$ cat src/rtl/alu_control.sv
// rtl/alu_control.sv - registered LEGv8 ALU control decoder (ALUOp + opcode -> ALUCtl)
module alu_control (
    input  logic        clk,
    input  logic        rst,
    input  logic [10:0] opcode,
    input  logic [1:0]  ALUOp,
    output logic [3:0]  ALUCtl
);

    localparam logic [3:0] CTL_AND  = 4'b0000;
    localparam logic [3:0] CTL_ORR  = 4'b0001;
    localparam logic [3:0] CTL_ADD  = 4'b0010;
    localparam logic [3:0] CTL_EOR  = 4'b0011;
    localparam logic [3:0] CTL_SUB  = 4'b0110;
    localparam logic [3:0] CTL_PASS = 4'b0111;
    localparam logic [3:0] CTL_LSL  = 4'b1000;
    localparam logic [3:0] CTL_LSR  = 4'b1001;

    localparam logic [1:0] OP_MEM  = 2'b00;
    localparam logic [1:0] OP_CBZ  = 2'b01;
    localparam logic [1:0] OP_RTYP = 2'b10;
    localparam logic [1:0] OP_ITYP = 2'b11;

    logic [3:0] ctl_q;
    logic [3:0] ctl_d;
    logic [3:0] r_ctl;
    logic [3:0] i_ctl;

    // R-type: full 11-bit match; flag-setting forms share the plain decode.
    always_comb begin
        r_ctl = CTL_ADD;
        case (opcode)
            11'b10001011000, 11'b10101011000: r_ctl = CTL_ADD;
            11'b11001011000, 11'b11101011000: r_ctl = CTL_SUB;
            11'b10001010000, 11'b11101010000: r_ctl = CTL_AND;
            11'b10101010000:                  r_ctl = CTL_ORR;
            11'b11001010000:                  r_ctl = CTL_EOR;
            11'b11010011011:                  r_ctl = CTL_LSL;
            11'b11010011010:                  r_ctl = CTL_LSR;
            default:                          r_ctl = CTL_ADD;
        endcase
    end

    // I-type: opcode[0] is immediate payload, so only [10:1] is decoded.
    always_comb begin
        i_ctl = CTL_ADD;
        case (opcode[10:1])
            10'b1001000100, 10'b1011000100: i_ctl = CTL_ADD;
            10'b1101000100, 10'b1111000100: i_ctl = CTL_SUB;
            10'b1001001000, 10'b1111001000: i_ctl = CTL_AND;
            10'b1011001000:                 i_ctl = CTL_ORR;
            10'b1101001000:                 i_ctl = CTL_EOR;
            default:                        i_ctl = CTL_ADD;
        endcase
    end

    // ALUOp selects first so an unknown opcode cannot reach the flop for 00/01.
    always_comb begin
        ctl_d = CTL_ADD;
        case (ALUOp)
            OP_MEM:  ctl_d = CTL_ADD;
            OP_CBZ:  ctl_d = CTL_PASS;
            OP_RTYP: ctl_d = r_ctl;
            OP_ITYP: ctl_d = i_ctl;
            default: ctl_d = CTL_ADD;
        endcase
    end

    always_ff @(posedge clk) begin
        if (rst) begin
            ctl_q <= CTL_AND;
        end else begin
            ctl_q <= ctl_d;
        end
    end

    assign ALUCtl = ctl_q;

endmodule

$ cat config.mk
export PLATFORM = sky130hd
export DESIGN_NAME = alu_control
export DESIGN_NICKNAME = d
export VERILOG_FILES = /design/src/rtl/alu_control.sv
export SDC_FILE = /design/constraint.sdc
export NUM_CORES = 1
export LEC_CHECK = 0
export CORE_AREA = 2 2 39 41
export DETAILED_ROUTE_END_ITERATION = 6
export DIE_AREA = 0 0 41 43
export SLEW_MARGIN = 20
export SYNTH_ARGS = -nofsm -noshare
export SYNTH_HDL_FRONTEND = slang
export SYNTH_SLANG_ARGS = --single-unit
$ cat constraint.sdc
create_clock -name clk -period 1.3 [get_ports clk]
set_input_delay 0.26 -clock clk [delete_from_list [all_inputs] [get_ports clk]]
set_output_delay 0.26 -clock clk [all_outputs]
set_load 0.005 [all_outputs]
Yosys cells after proc, flatten, opt, wreduce, memory -nomap -nowiden:

Index checks and enable logic that the tools add are counted.

* equal/unequal tests: 17
* muxes and demuxes: 3
* reduce and logical (&&, ||, !) cells: 5

Operators with widths (number)
* 11-bit equality test, second input constant: 8
* 10-bit equality test, second input constant: 6
* 4-bit case mux with 6 select lines: 1
* 4-bit case mux with 4 select lines: 1
* 3-bit case mux with 4 select lines: 1
* 2-bit OR reduction: 4
* 2-bit equality test, second input constant: 2
* 2-bit by 1-bit equality test with 1-bit output, second input constant: 1
* 2-bit logical NOT: 1

* register bits: 4
* output and inout port bits: 4
* word-level logic and storage cells: 26

Longest topological paths before layout:

Gate-level depths: netlist of run 1.

* word-level depth: 4
* mapped depth: 4

Least setup slack after synthesis of run 1:

No wires, ideal clock.

* path type: input to register
* from: input port opcode[5]
* to: register ctl_q[0], in the netlist ALUCtl[0]
* library setup time: 0.084 ns
* arrival time: 1.100 ns
* path slack: 0.116 ns
* stages: 4
* path buffers: 0
* path through: nor4b_2 -> nand3_1 -> o32a_1 -> o31ai_2

* longest elaborated chain between the ends: 4
* elaborated cells on any way between the ends: 21
* classes of those cells: eq/ne: 14; mux: 3; reduce/logical: 4

Ends and longest elaborated chain
* start: declaration: RTL line 5 `input logic [10:0] opcode,`
* 11-bit equality test / 10-bit equality test (equally long branches): RTL line 32, 47
* 2-bit OR reduction (on tied branches): RTL line 32, 47
* 4-bit case mux with 6 select lines / 3-bit case mux with 4 select lines (equally long branches): RTL line 32, 47
* 4-bit case mux with 4 select lines (*): RTL line 60 `case (ALUOp)`
* end signal: assignment: RTL line 73 `ctl_q <= ctl_d;`
* end: declaration: RTL line 24 `logic [3:0] ctl_q;`

Every way passes the cells marked *; elsewhere a longest branch is shown, timed or not.
A chain may end at the register's enable or synchronous reset.

Final worst setup path of run 1:

* from: input port opcode[2]
* to: register ctl_q[0], in the netlist ALUCtl[0]

The elaborated chain is that of the path after synthesis.

==> metrics.md, run 1 <==
| Metric | Value |
|---|---|
| Critical Path AT | 1.38 ns |
| CTS tree | yes |
| Layout cell share with drive strength beyond 1 | 34.2% |
| RSZ-0062 raised after global routing | false |
| Area grow syn2layout | 107% |
| Data required time of the worst path | 1.45 ns |
| Yosys reg bits | 4 |
| Vias in the first global route | 412 |
| Min Hold Slack | 0.523 ns |
| Synth top area cells | dfxtp_1 (24%), nor4b_2 (9.1%), a21oi_1 (6.0%), nand4_1 (5.7%), nand2_1 (4.5%) |
| Post-synthesis cell area | 332 µm² |
| Setup crit start | opcode[2] |
| Total wire length | 1.00 mm |
| CP peak stage delay | 0.32 ns |
| Post-CTS setup buffers | 0 |
| Routed wire length per instance | 11.3 µm |
| Yosys top cell by area | dfxtp_1 |
| Post-CTS Hold Fix Bufs | 0 |
| ANT nets after route | 0 |
| Crit path buf inv count | 1 |
| DR iter-0 viols | 8 |
| Final slew viol count | 0 |
| Drt first pass iters | 4 |
| Final period utilization | 94.7% |
| Max_slew headroom | 82.0% |
| Initial antenna violation count | 0 |
| Root buffer cell | clkbuf_4 |
| Multi-input logic area | 280 µm² |
| Detailed-route via count | 437 |
| Synth top cells by count | a21oi_1 (4), dfxtp_1 (4), nand2_1 (4), nand4_1 (3) |
| Layout Nets | 90 |
| Total GRT Usage | 13.0% |
| Die height | 43 µm |
| PnR worst setup slack | 0.0691 ns |
| Register area | 80.1 µm² |
| CTS HTree Levels | 1 |
| Yosys cell types | 23 |
| Via density | 4.91 |
| First-pass GRT wire length | 1.55 mm |
| Largest net degree at the start of global routing | 6 |
| Outcome | finished, final reports clean |
| I/O pins | 19 |
| Fin util | 49.5% |
| Syn avg cell area | 8.50 µm² |
| Sequential element share of the synthesized area | 24.2% |
| Clock Path Buffers | 2 |
| GPL Wtd Cong | 0.770 |
| Kind of critical path | in2reg |
| Max Clk Rate | 0.812 GHz |
| CP endpoint kind | flop |
| Slew @ Worst Pin | 0.270 ns |
| Worst IR Drop VDD | 0.000157 V |
| Num CTS Buffers | 3 |
| Worst Setup Start Kind | input pin |
| Placed inst area | 629 µm² |
| Pwr/cell area | 600 mW/mm² |
| Die X | 41 µm |
| Crit-path cells | dlygate4sd2_1, nor4bb_4, nand3_2, o32a_1, o31ai_2 |
| Fin area | 686 µm² |
| Min Tclk post-route | 1.23 ns |
| Syn_nets | 54 |
| Reg clk slew, reported paths | 0.04 ns |
| Final setup vio count | 0 |
| Fill count | 141 |
| Rows | 14 |
| Hold Fails Final Rpt | 0 |
| EDFF count, synth | 0 |
| Post-route DRC | 0 |
| Place WS | -0.476 ns |
| Die area | 0.00176 mm² |
| Warnings from Yosys | 0 |
| Starting Density | 24.0% |
| Type of the worst min-delay path | in2reg |
| Largest register FFs | 4 |
| Worst Setup EP | ALUCtl[0] |
| Core Footprint | 0.00138 mm² |
| Max Cap Viol | 0 |
| Number of cells on the critical path | 5 |
| DP HPWL | 786 µm |
| Gr ovfl total | 0 |
| Yosys top cell area share | 24.2% |
| Leakage power | 0.342 nW |
| Top FF cell, synth | dfxtp_1 |
| Port Buf Inserts | 18 |
| CTS Sinks | 4 |
| CP max-delay cell | nor4bb_4 |
| N_diodes | 0 |
| Mapped Cells | 39 |
| Top Family by Delay on Critical Path | simple AND/OR/NAND/NOR gates |
| Crit-path max FO | 4 |
| FFs w/ async S/R, synth | 0% |
report_power, final:
part / total, mW / internal (mW) / switching, mW / leakage (nW)
registers: 0.128 / 0.128 / 0.000825 / 0.0329
clock network: 0.152 / 0.103 / 0.0486 / 0.0138
logic: 0.131 / 0.0757 / 0.0554 / 0.295
total: 0.411 / 0.306 / 0.105 / 0.342
cells by family (layout without fill, tap and decap cells):
group / count (synthesis) / in the layout / share of synthesized area (%)
AND/OR/NAND/NOR: 22 / 22 / 48.3
XOR/XNOR: 1 / 1 / 2.64
AO/OA/AOI/OAI: 10 / 10 / 22.6
flip-flops: 4 / 4 / 24.2
buffers and inverters: 2 / 36 / 2.26
per-layer routing:
metal	GRT usage [%]	wire, µm
met5	0	0
met4	10.0	26
met3	1.57	48
met2	20.9	508
met1	14.3	420
cell type report:
class / instances / area share [%]
Clock buffer: 3 / 3.28
Timing Repair Buffer: 31 / 40.1
Sequential cell: 4 / 11.7
Inverter: 2 / 1.09
Tap cell: 16 / 2.92
Multi-Input combinational cell: 33 / 40.9
worst min-delay path by stage:
stage	startpoint	end	cells past startpoint
floorplan	rst	ALUCtl[2]	1
finish	opcode[1]	ALUCtl[1]	5
detailed placement	ALUCtl[1]	ALUCtl[1]	1
CTS	opcode[4]	ALUCtl[2]	4
global placement	ALUCtl[1]	ALUCtl[1]	1
global route	opcode[1]	ALUCtl[1]	5
what timing repair did:
item | CTS | global route
pin swaps | 7 | 1
setup endpoints to repair | 4 | 6
gates resized for setup | 17 | 7
stage by stage:
stage | instances | power [mW] | TNS, ns
floorplan | 39 | 0.165 | 0
global placement | 86 | 0.262 | -1.54
detailed placement | 86 | 0.262 | -1.51
CTS | 89 | 0.423 | 0
global route | 89 | 0.435 | 0
finish | 89 | 0.411 | 0
layout by cell type (no fill, tap or decap), types with 2 or more instances in the layout:
cell and count:
a21oi_1 4, buf_4 12, clkbuf_4 3, clkdlybuf4s50_1 3, dfxtp_1 4, dlygate4sd2_1 9
dlymetal6s2s_1 4, inv_1 2, nand2_1 4, nand2b_1 2, nand4_1 3, nor2_1 2
nor3_1 2
Note: power is estimated with default switching activity, not from simulation.
==> run 2: changes to the inputs <==
--- a/config.mk
+++ b/config.mk
@@ -8,6 +8,7 @@
 export CORE_AREA = 2 2 39 41
 export DETAILED_ROUTE_END_ITERATION = 6
 export DIE_AREA = 0 0 41 43
+export RECOVER_POWER = 50
 export SLEW_MARGIN = 20
 export SYNTH_ARGS = -nofsm -noshare
 export SYNTH_HDL_FRONTEND = slang
==> constraint.sdc (replaced) <==
create_clock -name clk -period 1.4 [get_ports clk]
set_input_delay 0.28 -clock clk [delete_from_list [all_inputs] [get_ports clk]]
set_output_delay 0.28 -clock clk [all_outputs]
set_load 0.005 [all_outputs]
==> run 2 against run 1 <==
  * Count of clock-buffer cells in the layout unchanged
  * Die area unchanged
  * Clock power decreased by 7%
  * Largest cell class unchanged
  * Routed wire length decreased by 5.7%
  * Worst hold slack got worse by 0.054 ns
  * Cell area decreased by 1.8%
  * Worst setup slack improved by 0.021 ns
  * Final cell count unchanged
  * Combinational power decreased by 7%
  * Via count decreased by 0.69%
==> metrics.md, run 2 (synthesis gave the netlist of run 1 again) <==
| Metric | Value |
|---|---|
| I/O pins | 19 |
| RSZ-0062 raised after global routing | false |
| Rows | 14 |
| Psw | 0.0966 mW |
| Max_slew headroom | 82.1% |
| CTS tree | yes |
| CTS HTree Levels | 1 |
| Final Non-Filler Cells | 89 |
| Total wire length | 946 µm |
| Final setup vio count | 0 |
| Layout Nets | 90 |
| Die height | 43 µm |
| Total GRT Usage | 13.5% |
| Worst Setup Start Kind | input pin |
| Max Clk Rate | 0.763 GHz |
| Initial antenna violation count | 0 |
| Fill count | 149 |
| Leading cell types in the layout, fill and taps excluded | buf_4 (12), dlygate4sd2_1 (9), clkdlybuf4s50_1 (8) |
| Final period utilization | 93.6% |
| N_diodes | 0 |
| Worst hold endpoint | ALUCtl[2] |
| Largest net degree at the start of global routing | 6 |
| Routed wire length per instance | 10.6 µm |
| Gr ovfl total | 0 |
| Vias in the first global route | 404 |
| Leakage power | 0.288 nW |
| P_int | 0.287 mW |
| Num CTS Buffers | 3 |
| Slew @ Worst Pin | 0.266 ns |
| Part of the power in combinational logic | 31.8% |
| Setup TNS | 0 ns |
| Register area | 80.1 µm² |
| Root buffer cell | clkbuf_4 |
| Die area | 0.00176 mm² |
| Largest register FFs | 4 |
| Starting Density | 24.0% |
| Hold Startpoint | opcode[4] |
| Clock network power share | 37.0% |
| Clock Path Buffers | 2 |
| Final slew viol count | 0 |
| Via density | 4.88 |
| DR iter-0 viols | 3 |
| Dpl cells | 86 |
| Sequential group share of total power | 31.2% |
| Data required time of the worst path | 1.55 ns |
| Drt first pass iters | 4 |
| First-pass GRT wire length | 1.61 mm |
| Reg clk slew, reported paths | 0.04 ns |
| Min Tclk post-route | 1.31 ns |
| Die X | 41 µm |
| Worst hold path depth | 4 |
| Core Footprint | 0.00138 mm² |
| Post-CTS Hold Fix Bufs | 0 |
| Multi-input logic area | 274 µm² |
| Post-route DRC | 0 |
| Critical Path AT | 1.46 ns |
| Type of the worst min-delay path | in2reg |
| Outcome | finished, final reports clean |
| Max Cap Viol | 0 |
| CP endpoint kind | flop |
| Pwr/cell area | 569 mW/mm² |
| Area grow syn2layout | 103% |
| CTS Sinks | 4 |
| DP HPWL | 787 µm |
| Kind of critical path | in2reg |
| ANT nets after route | 0 |
| GPL Wtd Cong | 0.770 |
| Detailed-route via count | 434 |
| Hold Fails Final Rpt | 0 |
| Port Buf Inserts | 18 |
| Sw Ratio | 25.2% |
| Crit-path max FO | 5 |
| Post-CTS setup buffers | 0 |
| Most common cell after layout, fill and taps aside | buf_4 |
| Layout cell share with drive strength beyond 1 | 31.5% |
| Worst IR Drop VDD | 0.000158 V |
[run 2: what timing repair did]
action | 4_1_cts | 5_1_grt
pin swaps | 6 | 1
resized for setup | 14 | 1
setup endpoints to repair | 3 | 3
[run 2: worst max-delay path by stage]
stage / start / endpoint / slack [ns] / cells after the start
6_report: opcode[10] / ALUCtl[0] / 0.09 / 5
2_1_floorplan: opcode[5] / ALUCtl[0] / 0.20 / 4
4_1_cts: opcode[4] / ALUCtl[2] / 0.01 / 7
5_1_grt: opcode[5] / ALUCtl[2] / 0.02 / 6
3_3_place_gp: opcode[4] / ALUCtl[0] / -0.33 / 5
3_5_place_dp: opcode[5] / ALUCtl[0] / -0.39 / 5
[run 2: area by class of cell]
class,count,area share (%)
timing repair buffer,31,40.0
multi-input combinational,33,40.7
inverter,2,1.12
sequential,4,11.9
clock buffer,3,3.35
tap,16,2.97
[run 2: worst max-delay path: stages]
cell and delay (ns):
clkdlybuf4s50_1 0.48, buf_4 0.13, nand2_1 0.05, o32a_1 0.34, o31ai_2 0.18
[run 2: per-layer routing]
metal / routed length [µm] / vias up / global-route usage, %
li1: - / 224 / -
met1: 427 / 196 / 16.6
met2: 449 / 10 / 20.0
met3: 37 / 4 / 2.09
met4: 31 / 0 / 10.0
met5: 0 / - / 0
[run 2: through the flow]
| stage | area, µm² | hold WS, ns | setup WS, ns | power, mW | util, % |
|---|---|---|---|---|---|
| 6_report | 673 | 0.468 | 0.0896 | 0.383 | 48.6 |
| 5_1_grt | 673 | 0.512 | 0.0228 | 0.405 | 48.6 |
| 4_1_cts | 677 | 0.591 | 0.00991 | 0.393 | 48.9 |
| 3_5_place_dp | 629 | 0.988 | -0.395 | 0.243 | 45.5 |
| 3_3_place_gp | 629 | 0.980 | -0.334 | 0.243 | 45.5 |
| 2_1_floorplan | 332 | 0.349 | 0.196 | 0.153 | - |
[run 2: power by group through the flow]
stage / Combinational (mW) / Clock, mW / Sequential (mW)
after global routing: 0.133 / 0.152 / 0.120
after detailed placement: 0.122 / 0 / 0.121
after CTS: 0.124 / 0.150 / 0.119
after global placement: 0.122 / 0 / 0.121
after floorplan: 0.0314 / 0 / 0.122
final: 0.122 / 0.142 / 0.119
